<file path="config.mk">
export PLATFORM = sky130hd
export DESIGN_NAME = dmem_arbiter
export DESIGN_NICKNAME = d
export VERILOG_FILES = /design/src/rtl/riscv_pkg.sv /design/src/rtl/dmem_arbiter.sv
export SDC_FILE = /design/constraint.sdc
export NUM_CORES = 1
export LEC_CHECK = 0
export BUFFER_PORTS_ARGS = -buffer_cell sky130_fd_sc_hd__buf_2
export CORE_AREA = 2 2 120 122
export DETAILED_ROUTE_END_ITERATION = 8
export DIE_AREA = 0 0 122 124
export PLACE_DENSITY_LB_ADDON = 0.15
export SLEW_MARGIN = 10
export SYNTH_ARGS = -nofsm -noshare
export SYNTH_HDL_FRONTEND = slang
export SYNTH_SLANG_ARGS = --single-unit
</file>
<file path="constraint.sdc">
create_clock -name clk -period 2.4 [get_ports clk]
set_input_delay 0.12 -clock clk [delete_from_list [all_inputs] [get_ports clk]]
set_output_delay 0.12 -clock clk [all_outputs]
set_load 0.005 [all_outputs]
</file>
<file path="src/rtl/riscv_pkg.sv">
// rtl/riscv_pkg.sv - shared widths and data-memory arbiter enums
package riscv_pkg;

  localparam int XLEN = 32;
  localparam int ALEN = 32;

  localparam int ARB_NUM_MASTERS = 2;

  typedef enum logic {
    ARB  = 1'b0,
    LOCK = 1'b1
  } arb_state_t;

  typedef enum logic {
    M0 = 1'b0,
    M1 = 1'b1
  } arb_master_t;

endpackage

</file>
<file path="src/rtl/dmem_arbiter.sv">
// rtl/dmem_arbiter.sv - two-master arbiter for the single-port data BRAM
// Optional build macro: ARB_ROUND_ROBIN_EN (round-robin instead of fixed priority + starvation counter)
module dmem_arbiter
  import riscv_pkg::*;
#(
  parameter int MAX_WAIT = 8,
  parameter int WAIT_W   = 4
) (
  input  logic            clk,
  input  logic            rst,
  input  logic            m0_req,
  input  logic            m0_we,
  input  logic [ALEN-1:0] m0_addr,
  input  logic [XLEN-1:0] m0_wdata,
  input  logic [3:0]      m0_be,
  output logic            m0_gnt,
  output logic            m0_rvalid,
  output logic [XLEN-1:0] m0_rdata,
  input  logic            m1_req,
  input  logic            m1_we,
  input  logic [ALEN-1:0] m1_addr,
  input  logic [XLEN-1:0] m1_wdata,
  input  logic [3:0]      m1_be,
  input  logic            m1_lock,
  output logic            m1_gnt,
  output logic            m1_rvalid,
  output logic [XLEN-1:0] m1_rdata,
  output logic            mem_en,
  output logic            mem_we,
  output logic [ALEN-1:0] mem_addr,
  output logic [XLEN-1:0] mem_wdata,
  output logic [3:0]      mem_be,
  input  logic [XLEN-1:0] mem_rdata
);

  arb_state_t  state_q, state_d;
  logic [WAIT_W-1:0] wait_cnt_q, wait_cnt_d;
  logic        rd_pending_q, rd_pending_d;
  arb_master_t rd_owner_q, rd_owner_d;
`ifdef ARB_ROUND_ROBIN_EN
  arb_master_t last_win_q, last_win_d;
`endif

  always_comb begin
    m0_gnt       = 1'b0;
    m1_gnt       = 1'b0;
    state_d      = state_q;
    wait_cnt_d   = '0;
    rd_pending_d = 1'b0;
    rd_owner_d   = rd_owner_q;
`ifdef ARB_ROUND_ROBIN_EN
    last_win_d   = last_win_q;
`endif
    mem_en       = 1'b0;
    mem_we       = 1'b0;
    mem_addr     = '0;
    mem_wdata    = '0;
    mem_be       = '0;

    // Grants are gated by reset so every output drops the instant rst rises.
    if (!rst) begin
      case (state_q)
        ARB: begin
`ifdef ARB_ROUND_ROBIN_EN
          if (m0_req && m1_req) begin
            if (last_win_q == M0) m1_gnt = 1'b1;
            else                  m0_gnt = 1'b1;
          end else begin
            m0_gnt = m0_req;
            m1_gnt = m1_req;
          end
`else
          if (m1_req && (!m0_req || (32'(wait_cnt_q) >= MAX_WAIT))) m1_gnt = 1'b1;
          else                                                      m0_gnt = m0_req;
`endif
          if (m1_gnt && m1_lock) state_d = LOCK;
        end
        LOCK: begin
          m1_gnt = m1_req;
          if (!m1_lock) state_d = ARB;
        end
        default: state_d = ARB;
      endcase
    end

    if (m1_gnt) begin
      mem_en    = 1'b1;
      mem_we    = m1_we;
      mem_addr  = m1_addr;
      mem_wdata = m1_wdata;
      mem_be    = m1_be;
    end else if (m0_gnt) begin
      mem_en    = 1'b1;
      mem_we    = m0_we;
      mem_addr  = m0_addr;
      mem_wdata = m0_wdata;
      mem_be    = m0_be;
    end

    if (m0_gnt && !m0_we) begin
      rd_pending_d = 1'b1;
      rd_owner_d   = M0;
    end else if (m1_gnt && !m1_we) begin
      rd_pending_d = 1'b1;
      rd_owner_d   = M1;
    end

`ifdef ARB_ROUND_ROBIN_EN
    if (m0_gnt)      last_win_d = M0;
    else if (m1_gnt) last_win_d = M1;
`else
    // Count denied cycles of a waiting loader; any grant or idle cycle clears it.
    if (m1_req && !m1_gnt) wait_cnt_d = (wait_cnt_q == '1) ? wait_cnt_q : wait_cnt_q + 1'b1;
`endif
  end

  always_ff @(posedge clk or posedge rst) begin
    if (rst) begin
      state_q      <= ARB;
      wait_cnt_q   <= '0;
      rd_pending_q <= 1'b0;
      rd_owner_q   <= M0;
`ifdef ARB_ROUND_ROBIN_EN
      last_win_q   <= M1;
`endif
    end else begin
      state_q      <= state_d;
      wait_cnt_q   <= wait_cnt_d;
      rd_pending_q <= rd_pending_d;
      rd_owner_q   <= rd_owner_d;
`ifdef ARB_ROUND_ROBIN_EN
      last_win_q   <= last_win_d;
`endif
    end
  end

  assign m0_rvalid = rd_pending_q && (rd_owner_q == M0);
  assign m1_rvalid = rd_pending_q && (rd_owner_q == M1);
  assign m0_rdata  = m0_rvalid ? mem_rdata : '0;
  assign m1_rdata  = m1_rvalid ? mem_rdata : '0;

  a_m0_hold: assert property (@(posedge clk) disable iff (rst)
    (m0_req && !m0_gnt) |=> (m0_req && $stable({m0_we, m0_addr, m0_wdata, m0_be})));
  a_m1_hold: assert property (@(posedge clk) disable iff (rst)
    (m1_req && !m1_gnt) |=> (m1_req && $stable({m1_we, m1_addr, m1_wdata, m1_be})));

endmodule

</file>
# Word level (Yosys, flattened, before mapping)
# Index checks and enable logic that the tools add are counted.
dict set report totals {
  register_bits 7
  input_bits 175
  wordCells 52
  output_inout_bits 138
}
dict set report op_classes {
  reduce_logical 13
  n_bitwise 2
  mux 29
  addsub 1
  n_eq_ne 2
  order_cmp 1
}
# cell n
set op_table {}
lappend op_table {{$mux 32} 6}
lappend op_table {{$mux 1} 17}
lappend op_table {{$mux 4} 4}
lappend op_table {{$logic_and 1x1->1} 7}
lappend op_table {{$add 4x1->4 const B} 1}
lappend op_table {{$eq 4x4->1 const B} 1}
lappend op_table {{$ge 4x4->1 const B} 1}
lappend op_table {{$logic_not 1->1} 4}
lappend op_table {{$pmux 1 s2} 2}
lappend op_table {{$ne 2x2->1 const B} 1}
lappend op_table {{$not 1->1} 2}
lappend op_table {{$reduce_bool 2->1} 1}
lappend op_table {{$logic_or 1x1->1} 1}

# Logic depth before layout (Yosys ltp)
dict set report depth {
  depth_word 11
  ltp_mapped 5
  mapped_depth_nobuf 4
}

# Worst setup path before layout
# Ideal clock, no wire load.
dict set report synth_timing {
  path_kind {register to output}
  startpoint {register state_q}
  endpoint {output port mem_addr[10]}
  n_path_buf 1
  arrival_ns 1.216
  setup_slack_ns 1.064
  stages_incl_launch_ff 6
  path_cell_list {dfrtp_1 > nand2b_1 > a211o_4 > clkinv_8 > buf_12 > a22o_1}
}
dict set report synth_via {
  elab_chain_len 4
}
# item line_no
set synth_lines {}
lappend synth_lines {{start, declared} dmem_arbiter.sv:36} ;# arb_state_t state_q, state_d;
lappend synth_lines {{start signal, assigned} dmem_arbiter.sv:127} ;# state_q <= state_d;
lappend synth_lines {{$mux 1} dmem_arbiter.sv:62} ;# case (state_q)
lappend synth_lines {{$mux 1} dmem_arbiter.sv:61} ;# if (!rst) begin
lappend synth_lines {{via m0_gnt} dmem_arbiter.sv:16} ;# output logic m0_gnt,
lappend synth_lines {{$mux 32} dmem_arbiter.sv:92} ;# end else if (m0_gnt) begin
lappend synth_lines {{$mux 32} dmem_arbiter.sv:86} ;# if (m1_gnt) begin
lappend synth_lines {{end, declared} dmem_arbiter.sv:30} ;# output logic [ALEN-1:0] mem_addr,
# The timed path passes the listed nets, and every way through them passes these cells.

# Final worst setup path
dict set report layout_timing {
  startpoint {input port rst}
  endpoint {output port mem_addr[4]}
}
dict set report layout_via {
  elab_chain_len 3
}
# item line_no
set layout_lines {}
lappend layout_lines {{start, declared} dmem_arbiter.sv:10} ;# input logic rst,
lappend layout_lines {{$mux 1} dmem_arbiter.sv:61}
lappend layout_lines {{$mux 32} dmem_arbiter.sv:92}
lappend layout_lines {{$mux 32 *} dmem_arbiter.sv:86}
# Mark *: on every way between the ends. The rest lies on a longest branch, timed or not.

==> metrics <==
first-pass GRT wire length ~12000 um; Vias between 2000 and 3000; Fmax roughly 460 MHz; met2 track demand over resource a little under 20%; YS warnings 0; Post-Syn Area between 0.0015 and 0.002 mm^2; Max FO, Critical Path 29; Core Box Area between 0.01 and 0.015 mm^2; 1st-iter DRT viols 68; setup TNS 0 ns; period utilization 91.51%; CP arrival around 2.1 ns; clk root buf clkbuf_16; CTS clk-pin slew, worst paths ~0.04 ns; Net Sw Power ~0.34 mW; RR Endpoint wait_cnt_q[3]$_DFFE_PP0P_; register area share after synthesis between 10% and 20%; largest family of logic cells by synthesized area compound AO/OA/AOI/OAI gates; number of routed nets with antenna violations 0; drt wl/cell 14.36 um; flop2flop setup slack roughly 1.2 ns; Clk pwr share between 20% and 30%; Post-Syn Instances about 200; Comb power frac between 50% and 60%; Req. time, crit path ~2.3 ns; Initial Utilization 12.53%; # port buffers roughly 310; Sink Count 7; crit path from rst; drt via density roughly 4.1; largest net degree at the start of global routing slightly above 70; GRT met3 Usage 1.282%; pwr/cell area ~300 mW/mm^2; Worst-Margin Slew 0.5297 ns; Hold Fails Final Rpt 0; GP Congestion between 0.6 and 0.7; Mean Syn Cell Area a little under 9 um^2; Area Growth Syn to Fin 97.67%; Antenna diodes 0; top post-synthesis cells by area a22o_1 32%, and2_1 12%, and3_1 12%; drt pass-1 iters 4; drt total wl between 9000 and 10000 um; IO Count around 310; Post-Synth Simple-Gate Area around 29%; Synth Area in Compound Gates between 40% and 50%; Post-Synth Adder-Cell Area under 10%; Yosys cell types 29; gr busiest metal met2; RSZ-0062 raised after global routing no; Post-Synth XOR/XNOR Area less than 1%; die outline height between 100 and 150 um; CTS tree yes; reg2reg start wait_cnt_q[3]$_DFFE_PP0P_; Synth top area share 32.10%; insertion delay to the later sink of the worst-skew pair 0.23 ns; Int Pwr 0.6560 mW; Clock Path Buffers 2; flops & latches, synth 7; Die ar. 0.01513 mm^2; Top FF cell, synth dfrtp_1; final setup fails 0; critical path endpoint category primary output; Total GRT Usage between 10 and 15%; CTS Buf Count 3; setup ws final 0.2037 ns; Net Sw Frac between 30% and 40%; Final min period 2.196 ns; Flop pwr share around 14%; grt total ovfl 0; startpoint types input port; cells on worst reg2reg path 3; Commonest cells post-synth 63 x a22o_1, 33 x and2_1, 33 x and3_1; Hold Startpoint m0_we; status complete, no violations; met1 Use GR between 10% and 20%; Nets roughly 670; Setup Slack @ Placement just under 0.7 ns; Post-Syn Nets around 370; cell row count 43; DRC viols 0; Fin Clk Skew roughly 0.0026 ns; Max-Cap Viols 0; multiplexer area fraction after synthesis less than 1%; vias in the first global route 2309; Slew Limit Fails 0; static leakage 2.251 nW; post-synth top area cell a22o_1; critical path class input port to primary output; asr flop ratio synth 100.0%; H-Tree Depth 1; headroom to the max-slew limit 64.32%; worst min path class input port to flop; Die Wd ~120 um; most common cell in the netlist a22o_1; share of cells above drive strength 1 66.94%; Post-DP HPWL a little over 8000 um; initial antenna violation count 0; end of the critical path mem_addr[4]; Max IR drop VDD between 0.00015 and 0.0002 V; number of synthesized flops with an enable pin 0
-- state kept, by name, indices dropped and copies added, names as in the netlist --
register / count
state_q: 1
rd_owner_q: 1
wait_cnt_q: 4
rd_pending_q: 1
-- worst min-delay path by stage --
stage,end,slack (ns),cells past startpoint
finish,rd_pending_q$_DFF_PP0_,0.10,2
global route,rd_pending_q$_DFF_PP0_,0.11,2
CTS,rd_pending_q$_DFF_PP0_,0.1,2
detailed placement,state_q$_DFFE_PP0N_,0.12,2
global placement,state_q$_DFFE_PP0N_,0.12,2
floorplan,rd_owner_q$_DFFE_PP0P_,-0.08,1
-- final cells by class --
class,instances,area [um^2]
repair buffers,319,1629
fillers,1520,10320
inverters,6,37.54
well taps,180,225.2
multi-input cells,160,1252
flip-flops and latches,7,175.2
clock buffers,4,78.83
-- metrics by stage --
| stage | utilization [%] | instances | hold slack, ns | power, mW | area (um^2) |
|---|---|---|---|---|---|
| floorplan | - | 196 | -0.07660 | 0.4243 | 1719 |
| global placement | 24.12 | 671 | 0.1201 | 0.7087 | 3309 |
| detailed placement | 24.12 | 671 | 0.1201 | 0.7074 | 3309 |
| CTS | 24.77 | 676 | 0.09899 | 1.004 | 3398 |
| global route | 24.77 | 676 | 0.1087 | 1.067 | 3398 |
| finish | 24.77 | 676 | 0.1023 | 0.9930 | 3398 |
-- worst max-delay path: stages --
cell and delay [ns]:
dlygate4sd3_1 0.53, buf_2 0.15, nand2b_1 0.18, or2_4 0.26
inv_4 0.29, buf_4 0.25, a22o_1 0.17, buf_2 0.11
-- placed cells by master, fill, tap and decap left out, drive strengths merged --
| cell | instances |
|---|---|
| a211o | 1 |
| a211oi | 1 |
| a21oi | 1 |
| a22o | 69 |
| and2 | 33 |
| and3 | 33 |
| buf | 318 |
| clkbuf | 4 |
| clkinv | 1 |
| dfrtp | 7 |
| dlygate4sd3 | 1 |
| ha | 2 |
| inv | 5 |
| mux2i | 1 |
| nand2 | 1 |
| nand2b | 2 |
| nand3 | 2 |
| nor2 | 3 |
| nor2b | 1 |
| nor3 | 3 |
| nor3b | 1 |
| o21ai | 1 |
| o22a | 2 |
| o22ai | 1 |
| or2 | 1 |
| xnor2 | 1 |
-- power by group through the flow --
stage          Sequential (mW)  Clock, mW  Combinational, mW
2_1_floorplan            0.140          0              0.285
3_3_place_gp             0.137          0              0.571
3_5_place_dp             0.137          0              0.570
4_1_cts                  0.136      0.295              0.573
5_1_grt                  0.138      0.302              0.627
6_report                 0.136      0.290              0.568
-- routing by layer --
layer  wire length, um  vias to the layer above
met2              5183                      151
li1                  -                     1352
met3               778                        7
met1              3678                     1239
met5                 0                        -
met4                65                        0
-- cell families (layout without fill, tap and decap cells) --
logic type,Yosys count,count (layout)
compound gates,76,76
fa+ha+maj,2,2
buf+inv,29,329
mux,1,1
simple gates,80,80
flops,7,7
xor+xnor,1,1
-- what timing repair did --
action / in CTS / in global routing
buffers inserted: 0 / 0
hold buffers: 1 / 0
hold endpoints to repair: 7 / 0
setup endpoints to repair: 0 / 0
gates resized for setup: 0 / 0
Power figures use the tool's default switching activity.
